File: src/rtl/branch_pht_if.sv
// Lookup/update bus between the fetch/resolve stages and the pattern history table.
// Both channels are valid-only with no ready: a lookup or update is consumed on
// every rising edge where its valid is high; the table never back-pressures.
interface branch_pht_if #(
    parameter int IDX_W = 6,
    parameter int CNT_W = 2
);
    logic             pred_valid;
    logic [31:0]      pred_pc;
    logic             pred_out_valid;
    logic             pred_taken;
    logic [IDX_W-1:0] pred_idx;
    logic [CNT_W-1:0] pred_cnt;
    logic             upd_valid;
    logic [IDX_W-1:0] upd_idx;
    logic             upd_taken;
    logic             upd_mispred;

    // Pipeline side: issues lookups and resolved outcomes.
    modport master (
        output pred_valid, pred_pc, upd_valid, upd_idx, upd_taken, upd_mispred,
        input  pred_out_valid, pred_taken, pred_idx, pred_cnt
    );

    // Table side.
    modport slave (
        input  pred_valid, pred_pc, upd_valid, upd_idx, upd_taken, upd_mispred,
        output pred_out_valid, pred_taken, pred_idx, pred_cnt
    );
endinterface

File: src/rtl/branch_pht.sv
// Pattern history table of saturating counters with optional gshare indexing,
// a global history register and saturating update/mispredict counters.
module branch_pht #(
    parameter int CNT_W  = 2,
    parameter int IDX_W  = 6,
    parameter int HIST_W = 6,
    parameter bit GSHARE = 1,
    parameter int PERF_W = 16
) (
    input  logic              clk,
    input  logic              reset,
    input  logic              clear,
    branch_pht_if.slave       bus,
    output logic [HIST_W-1:0] ghr,
    output logic [PERF_W-1:0] perf_upd,
    output logic [PERF_W-1:0] perf_miss
);
    localparam int               DEPTH = 1 << IDX_W;
    localparam logic [CNT_W-1:0] TH    = CNT_W'(1 << (CNT_W - 1));
    localparam logic [CNT_W-1:0] INIT  = TH - 1'b1;
    localparam logic [CNT_W-1:0] MAX   = '1;

    logic [CNT_W-1:0] table_q [DEPTH];

    logic [IDX_W-1:0]  base_idx;
    logic [IDX_W-1:0]  look_idx;
    logic [CNT_W-1:0]  upd_cur;
    logic [CNT_W-1:0]  upd_next;
    logic [CNT_W-1:0]  look_cnt;
    logic [HIST_W:0]   ghr_shift;

    // PC bits outside the word-aligned index window do not take part in indexing.
    logic unused_pc_bits;
    assign unused_pc_bits = ^{bus.pred_pc[31:IDX_W+2], bus.pred_pc[1:0]};

    // Lookup index from the PC, optionally hashed with the pre-update history.
    always_comb begin
        base_idx = bus.pred_pc[IDX_W+1:2];
        look_idx = base_idx;
        if (GSHARE) begin
            look_idx = base_idx ^ IDX_W'(ghr);
        end
    end

    // Saturating next value for the entry being updated, no wrap at either end.
    always_comb begin
        upd_cur  = table_q[bus.upd_idx];
        upd_next = upd_cur;
        if (bus.upd_taken) begin
            if (upd_cur != MAX) upd_next = upd_cur + 1'b1;
        end else begin
            if (upd_cur != '0) upd_next = upd_cur - 1'b1;
        end
    end

    // Lookup value, bypassing a same-cycle update to the same entry.
    always_comb begin
        look_cnt = table_q[look_idx];
        if (bus.upd_valid && (bus.upd_idx == look_idx)) begin
            look_cnt = upd_next;
        end
    end

    // Shift-in of the resolved outcome; the extra MSB is dropped, which also covers HIST_W=1.
    assign ghr_shift = {ghr, bus.upd_taken};

    // Counter table and history register.
    always_ff @(posedge clk or posedge reset) begin
        if (reset) begin
            for (int i = 0; i < DEPTH; i++) table_q[i] <= INIT;
            ghr <= '0;
        end else if (clear) begin
            for (int i = 0; i < DEPTH; i++) table_q[i] <= INIT;
            ghr <= '0;
        end else if (bus.upd_valid) begin
            table_q[bus.upd_idx] <= upd_next;
            ghr                  <= ghr_shift[HIST_W-1:0];
        end
    end

    // Registered lookup result; payload holds while no lookup is issued.
    always_ff @(posedge clk or posedge reset) begin
        if (reset) begin
            bus.pred_out_valid <= 1'b0;
            bus.pred_taken     <= 1'b0;
            bus.pred_idx       <= '0;
            bus.pred_cnt       <= '0;
        end else if (clear) begin
            bus.pred_out_valid <= 1'b0;
            bus.pred_taken     <= 1'b0;
            bus.pred_idx       <= '0;
            bus.pred_cnt       <= '0;
        end else begin
            bus.pred_out_valid <= bus.pred_valid;
            if (bus.pred_valid) begin
                bus.pred_taken <= (look_cnt >= TH);
                bus.pred_idx   <= look_idx;
                bus.pred_cnt   <= look_cnt;
            end
        end
    end

    // Saturating performance counters.
    always_ff @(posedge clk or posedge reset) begin
        if (reset) begin
            perf_upd  <= '0;
            perf_miss <= '0;
        end else if (clear) begin
            perf_upd  <= '0;
            perf_miss <= '0;
        end else if (bus.upd_valid) begin
            if (perf_upd != '1) perf_upd <= perf_upd + 1'b1;
            if (bus.upd_mispred && (perf_miss != '1)) perf_miss <= perf_miss + 1'b1;
        end
    end
endmodule

File: src/flat_wrapper.sv
// flat-port wrapper written by rule: the top's interface ports become plain ports
module branch_pht_flat 
#(
    parameter int CNT_W  = 2,
    parameter int IDX_W  = 6,
    parameter int HIST_W = 6,
    parameter bit GSHARE = 1,
    parameter int PERF_W = 16
)
  (clk, reset, clear, ghr, perf_upd, perf_miss, bus_pred_valid, bus_pred_pc, bus_upd_valid, bus_upd_idx, bus_upd_taken, bus_upd_mispred, bus_pred_out_valid, bus_pred_taken, bus_pred_idx, bus_pred_cnt);
  branch_pht_if #(.IDX_W(IDX_W), .CNT_W(CNT_W)) bus_i ();
  input  logic clk;
  input  logic reset;
  input  logic clear;
  output logic [HIST_W-1:0] ghr;
  output logic [PERF_W-1:0] perf_upd;
  output logic [PERF_W-1:0] perf_miss;
  input wire logic [$bits(bus_i.pred_valid)-1:0] bus_pred_valid;
  input wire logic [$bits(bus_i.pred_pc)-1:0] bus_pred_pc;
  input wire logic [$bits(bus_i.upd_valid)-1:0] bus_upd_valid;
  input wire logic [$bits(bus_i.upd_idx)-1:0] bus_upd_idx;
  input wire logic [$bits(bus_i.upd_taken)-1:0] bus_upd_taken;
  input wire logic [$bits(bus_i.upd_mispred)-1:0] bus_upd_mispred;
  output wire logic [$bits(bus_i.pred_out_valid)-1:0] bus_pred_out_valid;
  output wire logic [$bits(bus_i.pred_taken)-1:0] bus_pred_taken;
  output wire logic [$bits(bus_i.pred_idx)-1:0] bus_pred_idx;
  output wire logic [$bits(bus_i.pred_cnt)-1:0] bus_pred_cnt;
  assign bus_i.pred_valid = bus_pred_valid;
  assign bus_i.pred_pc = bus_pred_pc;
  assign bus_i.upd_valid = bus_upd_valid;
  assign bus_i.upd_idx = bus_upd_idx;
  assign bus_i.upd_taken = bus_upd_taken;
  assign bus_i.upd_mispred = bus_upd_mispred;
  assign bus_pred_out_valid = bus_i.pred_out_valid;
  assign bus_pred_taken = bus_i.pred_taken;
  assign bus_pred_idx = bus_i.pred_idx;
  assign bus_pred_cnt = bus_i.pred_cnt;
  branch_pht #(.CNT_W(CNT_W), .IDX_W(IDX_W), .HIST_W(HIST_W), .GSHARE(GSHARE), .PERF_W(PERF_W)) u_core (.clk(clk), .reset(reset), .clear(clear), .bus(bus_i), .ghr(ghr), .perf_upd(perf_upd), .perf_miss(perf_miss));
endmodule
File: config.mk
export PLATFORM = sky130hd
export DESIGN_NAME = branch_pht_flat
export DESIGN_NICKNAME = d
export VERILOG_FILES = /design/src/rtl/branch_pht_if.sv /design/src/rtl/branch_pht.sv /design/src/flat_wrapper.sv
export SDC_FILE = /design/constraint.sdc
export NUM_CORES = 1
export LEC_CHECK = 0
export ABC_AREA = 1
export CAP_MARGIN = 20
export CORE_AREA = 2 2 160 162
export DETAILED_ROUTE_END_ITERATION = 16
export DIE_AREA = 0 0 162 164
export GPL_TIMING_DRIVEN = 0
export PLACE_DENSITY = 0.72
export RECOVER_POWER = 50
export SLEW_MARGIN = 10
export SYNTH_ARGS = -nofsm -noshare
export SYNTH_HDL_FRONTEND = slang
export SYNTH_SLANG_ARGS = --single-unit
export TNS_END_PERCENT = 30
File: constraint.sdc
create_clock -name clk -period 13.6 [get_ports clk]
set_input_delay 2.04 -clock clk [delete_from_list [all_inputs] [get_ports clk]]
set_output_delay 2.04 -clock clk [all_outputs]
set_load 0.05 [all_outputs]
==> impl_metrics.json <==
{
  "status": "finished with violations",
  "violations": "max-capacitance violations, max-slew violations",
  "syn-num-nets": 1706,
  "fin_hold_ws_ps": 477,
  "vias": 12100,
  "wl_per_cell_um": 21.8,
  "synth_seq_area_share": 0.409,
  "hp-class": "reg -> reg",
  "routed_wl_um": 45400,
  "setup_tns_ps": 0,
  "min_period_ps": 8170,
  "drv_cap": 1,
  "cts_resized": 0,
  "drv_slew": 119,
  "finalPower_uw": 1310,
  "grt_max_degree": 119,
  "cts_buffer_depth": 2,
  "mostFrequentLayoutCells": "nand2_1 (589), nand3_1 (198), nor2_1 (182), inv_1 (160), dfrtp_1 (112)",
  "clk_latency_ps": 450,
  "cts.sinks": 176,
  "slew_headroom": -3.29,
  "gr-usage-met2": 0.535,
  "cp_max_fo": 118,
  "grt_pass1_wl_um": 69200,
  "vias_per_cell": 5.79,
  "clock.fmax_mhz": 122,
  "ys_ff_latch": 176,
  "start_util": 0.442,
  "startpoint_type": "input port",
  "fillers": 2514,
  "antenna_found_initial": 1,
  "crit_path_end_kind": "async pin",
  "finish.utilization": 0.510,
  "yosys-top-cells-area": "dfrtp_1 (26%), nand2_1 (20%), dfstp_2 (15%), nand3_1 (9.0%), nor2_1 (6.2%)",
  "r2r_cells": 14,
  "rsz0062_at_grt": "false",
  "dpl.hpwl_um": 31700,
  "rrSetupSlack_ps": 10230,
  "gp_congestion": 1.08,
  "cellPowerDensity_nw_per_um2": 104,
  "finalSetupViolations": 0,
  "grt_util_met1": 0.446,
  "die_x_um": 162,
  "synth_edf_count": 0,
  "layout_commonest_cell": "nand2_1",
  "drive_gt1_frac": 0.0848,
  "synth_cell_types": 39,
  "tightest_slew_ps": 6430,
  "syn_area_um2": 11000,
  "num_io_pins": 93,
  "drc": 0,
  "cts_buffers": 17,
  "clock_skew_ps": 15.5,
  "cts_setup_buffers": 0,
  "leakage_uw": 0.00578,
  "post_synth.cell_area_avg_um2": 6.61,
  "cts_hold_buf": 0,
  "gr-usage-met3": 0.0846,
  "hold-path-cell-count": 2,
  "portBuffers": 63,
  "cts_root_buf": "clkbuf_16",
  "grt_most_used_layer": "met2",
  "dpl.cell_count": 2055,
  "fin_crit_sh": 0.601,
  "final_net_count": 1791,
  "syn_inst": 1659,
  "cp.required_ps": 12590,
  "syn2layout_area_growth_pct": 15.4,
  "drt_iter0_markers": 1692,
  "crit_arrival_ps": 7150,
  "grt_pass1_vias": 11600,
  "drt.antenna.violating_nets": 0,
  "hold_viol_final": 0,
  "grt-ovfl-total": 0,
  "die_h_um": 164,
  "finalNonFillerCells": 2088,
  "yosys_warnings": 0,
  "synth_top_area_cell": "dfrtp_1",
  "synth_ff_type": "dfrtp_1",
  "synthArstFlopShare": 1.00,
  "ir_worst_vdd_uv": 77.4,
  "firstDrtPassIters": 9,
  "cts_tree": "done",
  "grt_usage": 0.350,
  "cts.reportedPaths.clkPinSlew_ps": 80,
  "die_area_um2": 26600,
  "placeableCoreArea_um2": 24800,
  "rows": 58,
  "cts.htree.levels": 4,
  "worstSetupPathType": "in -> async",
  "yosys.area.top_type_share": 0.256
}
state kept, by name, indices dropped and copies added (netlist names):
signal,flops
u_core.bus.pred_idx,6
u_core.ghr,6
u_core.bus.pred_taken,1
u_core.table_q,128
u_core.bus.pred_cnt,2
u_core.perf_upd,16
u_core.bus.pred_out_valid,1
u_core.perf_miss,16
cell usage after synthesis (3+ instances only):
library cell,number
nand4_1,6
buf_6,10
dfrtp_1,112
nor3_1,20
dfstp_2,64
buf_4,9
nor2_1,182
nor3b_1,3
o211ai_1,6
a21oi_1,48
nand2_1,589
xor2_1,7
nand3_1,198
and3_1,3
o22ai_1,67
o21ai_0,71
inv_1,161
buf_2,18
or2_2,4
inv_2,4
clkbuf_1,40
o21ai_1,11
buf_1,6
critical path, cell delays in order:
cell             delay (ps)
clkdlybuf4s50_1         490
inv_8                    70
clkbuf_1               4480
power breakdown:
group	switching (uW)	internal (uW)	total, uW
sequential	7.58	534	542
combinational	192	64.9	257
clock	262	254	516
total	461	853	1310
routing by layer:
| layer | vias to the layer above | wire (um) |
|---|---|---|
| met4 | 0 | 3460 |
| met1 | 5602 | 17400 |
| met5 | - | 0 |
| met3 | 201 | 5260 |
| met2 | 797 | 19300 |
| li1 | 5496 | - |
stage by stage:
stage	setup WS (ps)	cell area, um2
final	5430	12700
after global routing	4190	12700
after CTS	8640	12700
after detailed placement	8200	12100
after global placement	4280	12000
after floorplan	6890	11000
cells by family after synthesis:
family                   share of synthesized area
XOR/XNOR                                   0.00639
flip-flops                                   0.409
adder cells (fa/ha/maj)                    0.00228
AND/OR/NAND/NOR                              0.380
AO/OA/AOI/OAI                                0.105
buffers and inverters                       0.0976
final cells by class:
| class | instances | area (um2) | area share |
|---|---|---|---|
| multi-input combinational | 1233 | 5410 | 0.428 |
| sequential | 176 | 4480 | 0.354 |
| timing repair buffer | 66 | 669 | 0.0529 |
| inverter | 166 | 631 | 0.0498 |
| buffer | 84 | 445 | 0.0352 |
| clock buffer | 18 | 439 | 0.0347 |
| tap | 330 | 413 | 0.0326 |
| clock inverter | 14 | 160 | 0.0127 |
| antenna | 1 | 2.50 | 0.000198 |
path summary, 6_finish.rpt:
kind                               startpoint                     end
max                                     reset      u_core.table_q[67]
min                        u_core.table_q[98]      u_core.table_q[98]
max reg2reg                     u_core.ghr[0]  u_core.bus.pred_cnt[0]
min reg2reg                u_core.table_q[98]      u_core.table_q[98]
max in group clk               bus_upd_idx[1]      u_core.table_q[78]
min in group asynchronous               reset           u_core.ghr[2]
Power figures use the tool's default switching activity.
==> variant, RTL diff (same settings) <==
Put one more register stage on the output `perf_miss`, cleared by the reset. The value now appears one clock later. The other outputs are not delayed to match.
--- a/src/rtl/branch_pht.sv
+++ b/src/rtl/branch_pht.sv
@@ -19,6 +19,8 @@
     localparam logic [CNT_W-1:0] TH    = CNT_W'(1 << (CNT_W - 1));
     localparam logic [CNT_W-1:0] INIT  = TH - 1'b1;
     localparam logic [CNT_W-1:0] MAX   = '1;
+
+    logic [PERF_W-1:0] perf_miss_s0;
 
     logic [CNT_W-1:0] table_q [DEPTH];
 
@@ -104,14 +106,22 @@
     always_ff @(posedge clk or posedge reset) begin
         if (reset) begin
             perf_upd  <= '0;
-            perf_miss <= '0;
+            perf_miss_s0 <= '0;
         end else if (clear) begin
             perf_upd  <= '0;
-            perf_miss <= '0;
+            perf_miss_s0 <= '0;
         end else if (bus.upd_valid) begin
             if (perf_upd != '1) perf_upd <= perf_upd + 1'b1;
-            if (bus.upd_mispred && (perf_miss != '1)) perf_miss <= perf_miss + 1'b1;
+            if (bus.upd_mispred && (perf_miss_s0 != '1)) perf_miss_s0 <= perf_miss_s0 + 1'b1;
         end
     end
+    always_ff @(posedge clk or posedge reset) begin
+        if (reset) begin
+            perf_miss <= '0;
+        end else begin
+            perf_miss <= perf_miss_s0;
+        end
+    end
+
 endmodule
 
Behaviour: not the same (Yosys sat finds a counterexample within 4 cycles, from zero or initial values and one cycle with reset high).
==> variant against the original RTL <==
- the flow still finishes with violations (capacitance limit, slew limit)
- area after synthesis grew 3.7%
- non-clock buffer count is 5 lower
- wire length fell by 3.3%
- largest power group unchanged
- global-route usage shrank 1.5 points
- design area rose by 3.4%
- setup slack better by 3.1 ns
- core utilization rose by 1.7 points
- highest routed layer unchanged
- sequential cell count increased by 16
- sequential share of layout area up 1.9 points
- synthesized cell count rose by 0.78%
- clock skew fell by 0.0038 ns
- power increased by 5.1%
==> variant: results (changes against the original RTL) <==
status=complete, but fails checks (unchanged); failing checks=capacitance limit, slew limit (unchanged); Net Count, Synth=1,719 (was 1,706); top cells by area, synth=dfrtp_1, nand2_1, dfstp_2 (unchanged); Synth Area in Compound Gates=10.5% (about the same); syn avg cell area=6.80 sq um (was 6.61 sq um); synth unique cells=42 (was 39); Adder-Cell Fraction of Synth Area=0.220% (was 0.228%); maxcap violations=1 (unchanged); max-slew violation count=88 (was 119); crit-path max FO=88 (was 118); Arr. time, crit path=4.96 ns (was 7.15 ns); via-per-instance ratio=5.81 (was 5.79); first-pass GRT wire length=66.4 mm (was 69.2 mm); largest net degree at the start of global routing=106 (was 119); Vias=12,200 (was 12,100); CP max-delay cell=clkinvlp_2 (was clkbuf_1); Placer Congestion=1.04 (was 1.08); Static Leak=6.00 nW (was 5.78 nW); crit-path max cell delay=2.29 ns (was 4.48 ns); DRT iter0 DRCs=1,714 (was 1,692); fin nets=1,802 (was 1,791); placed cells=2,066 (was 2,055); VDD IR max=66.6 uV (was 77.4 uV); gr usage total=33.5% (was 35.0%); slew margin rel.=-175% (was -329%); register area share after synthesis=42.9% (was 40.9%); vias in the first global route=11,300 (was 11,600); DR WL/cell=20.9 um (was 21.8 um); Power Internal=0.905 mW (was 0.853 mW); fraction of layout cells with a size suffix above 1=8.94% (was 8.48%)
variant: metrics by stage:
| step | worst slack (ns) | cell area (sq um) | util (%) | hold WS [ns] | total power, mW |
|---|---|---|---|---|---|
| 2_1_floorplan | 6.44 | 11400 | - | 0.374 | 0.748 |
| 3_3_place_gp | 3.81 | 12400 | 50.0 | 0.391 | 0.838 |
| 3_5_place_dp | 8.30 | 12500 | 50.2 | 0.394 | 0.841 |
| 4_1_cts | 8.75 | 13100 | 52.8 | 0.409 | 1.38 |
| 5_1_grt | 7.89 | 13100 | 52.7 | 0.423 | 1.42 |
| 6_report | 8.49 | 13100 | 52.7 | 0.409 | 1.38 |
variant: layout make-up:
cell class | count | area [sq um]
plain buffers | 81 | 429
clock buffers | 17 | 425
clock inverters | 15 | 219
fillers | 2490 | 11700
inverters | 169 | 638
multi-input cells | 1230 | 5420
flip-flops and latches | 192 | 4880
well taps | 330 | 413
repair buffers | 64 | 658
variant: cell families after synthesis:
group / count (synthesis)
AO/OA/AOI/OAI: 201
XOR/XNOR: 6
adder cells (fa/ha/maj): 2
buffers and inverters: 250
flip-flops: 192
AND/OR/NAND/NOR: 1021
variant: worst paths after layout:
kind,from,to,slack (ns),cells after the start
setup reg to reg,u_core.ghr[2],u_core.bus.pred_cnt[1],10.31,12
min in group asynchronous,reset,u_core.table_q[21],3.26,2
max in group clk,bus_upd_idx[1],u_core.table_q[108],8.51,12
hold / removal,u_core.perf_miss_s0[8],u_core.perf_miss[8],0.41,0
hold reg to reg,u_core.perf_miss_s0[8],u_core.perf_miss[8],0.41,0
setup / recovery,reset,u_core.table_q[91],8.49,2
variant: metal layers:
layer,global-route usage [%],wire (um),vias to the layer above
met3,8.56,4920,183
met5,0,0,-
li1,-,-,5497
met4,18.9,2810,0
met1,42.9,17100,5816
met2,51.8,19100,691
variant: power by group through the flow:
stage / logic [mW] / clock network (mW) / registers [mW]
after floorplan: 0.137 / 0 / 0.611
after global placement: 0.238 / 0 / 0.600
after detailed placement: 0.241 / 0 / 0.600
after CTS: 0.242 / 0.543 / 0.590
after global routing: 0.265 / 0.564 / 0.591
final: 0.253 / 0.539 / 0.590
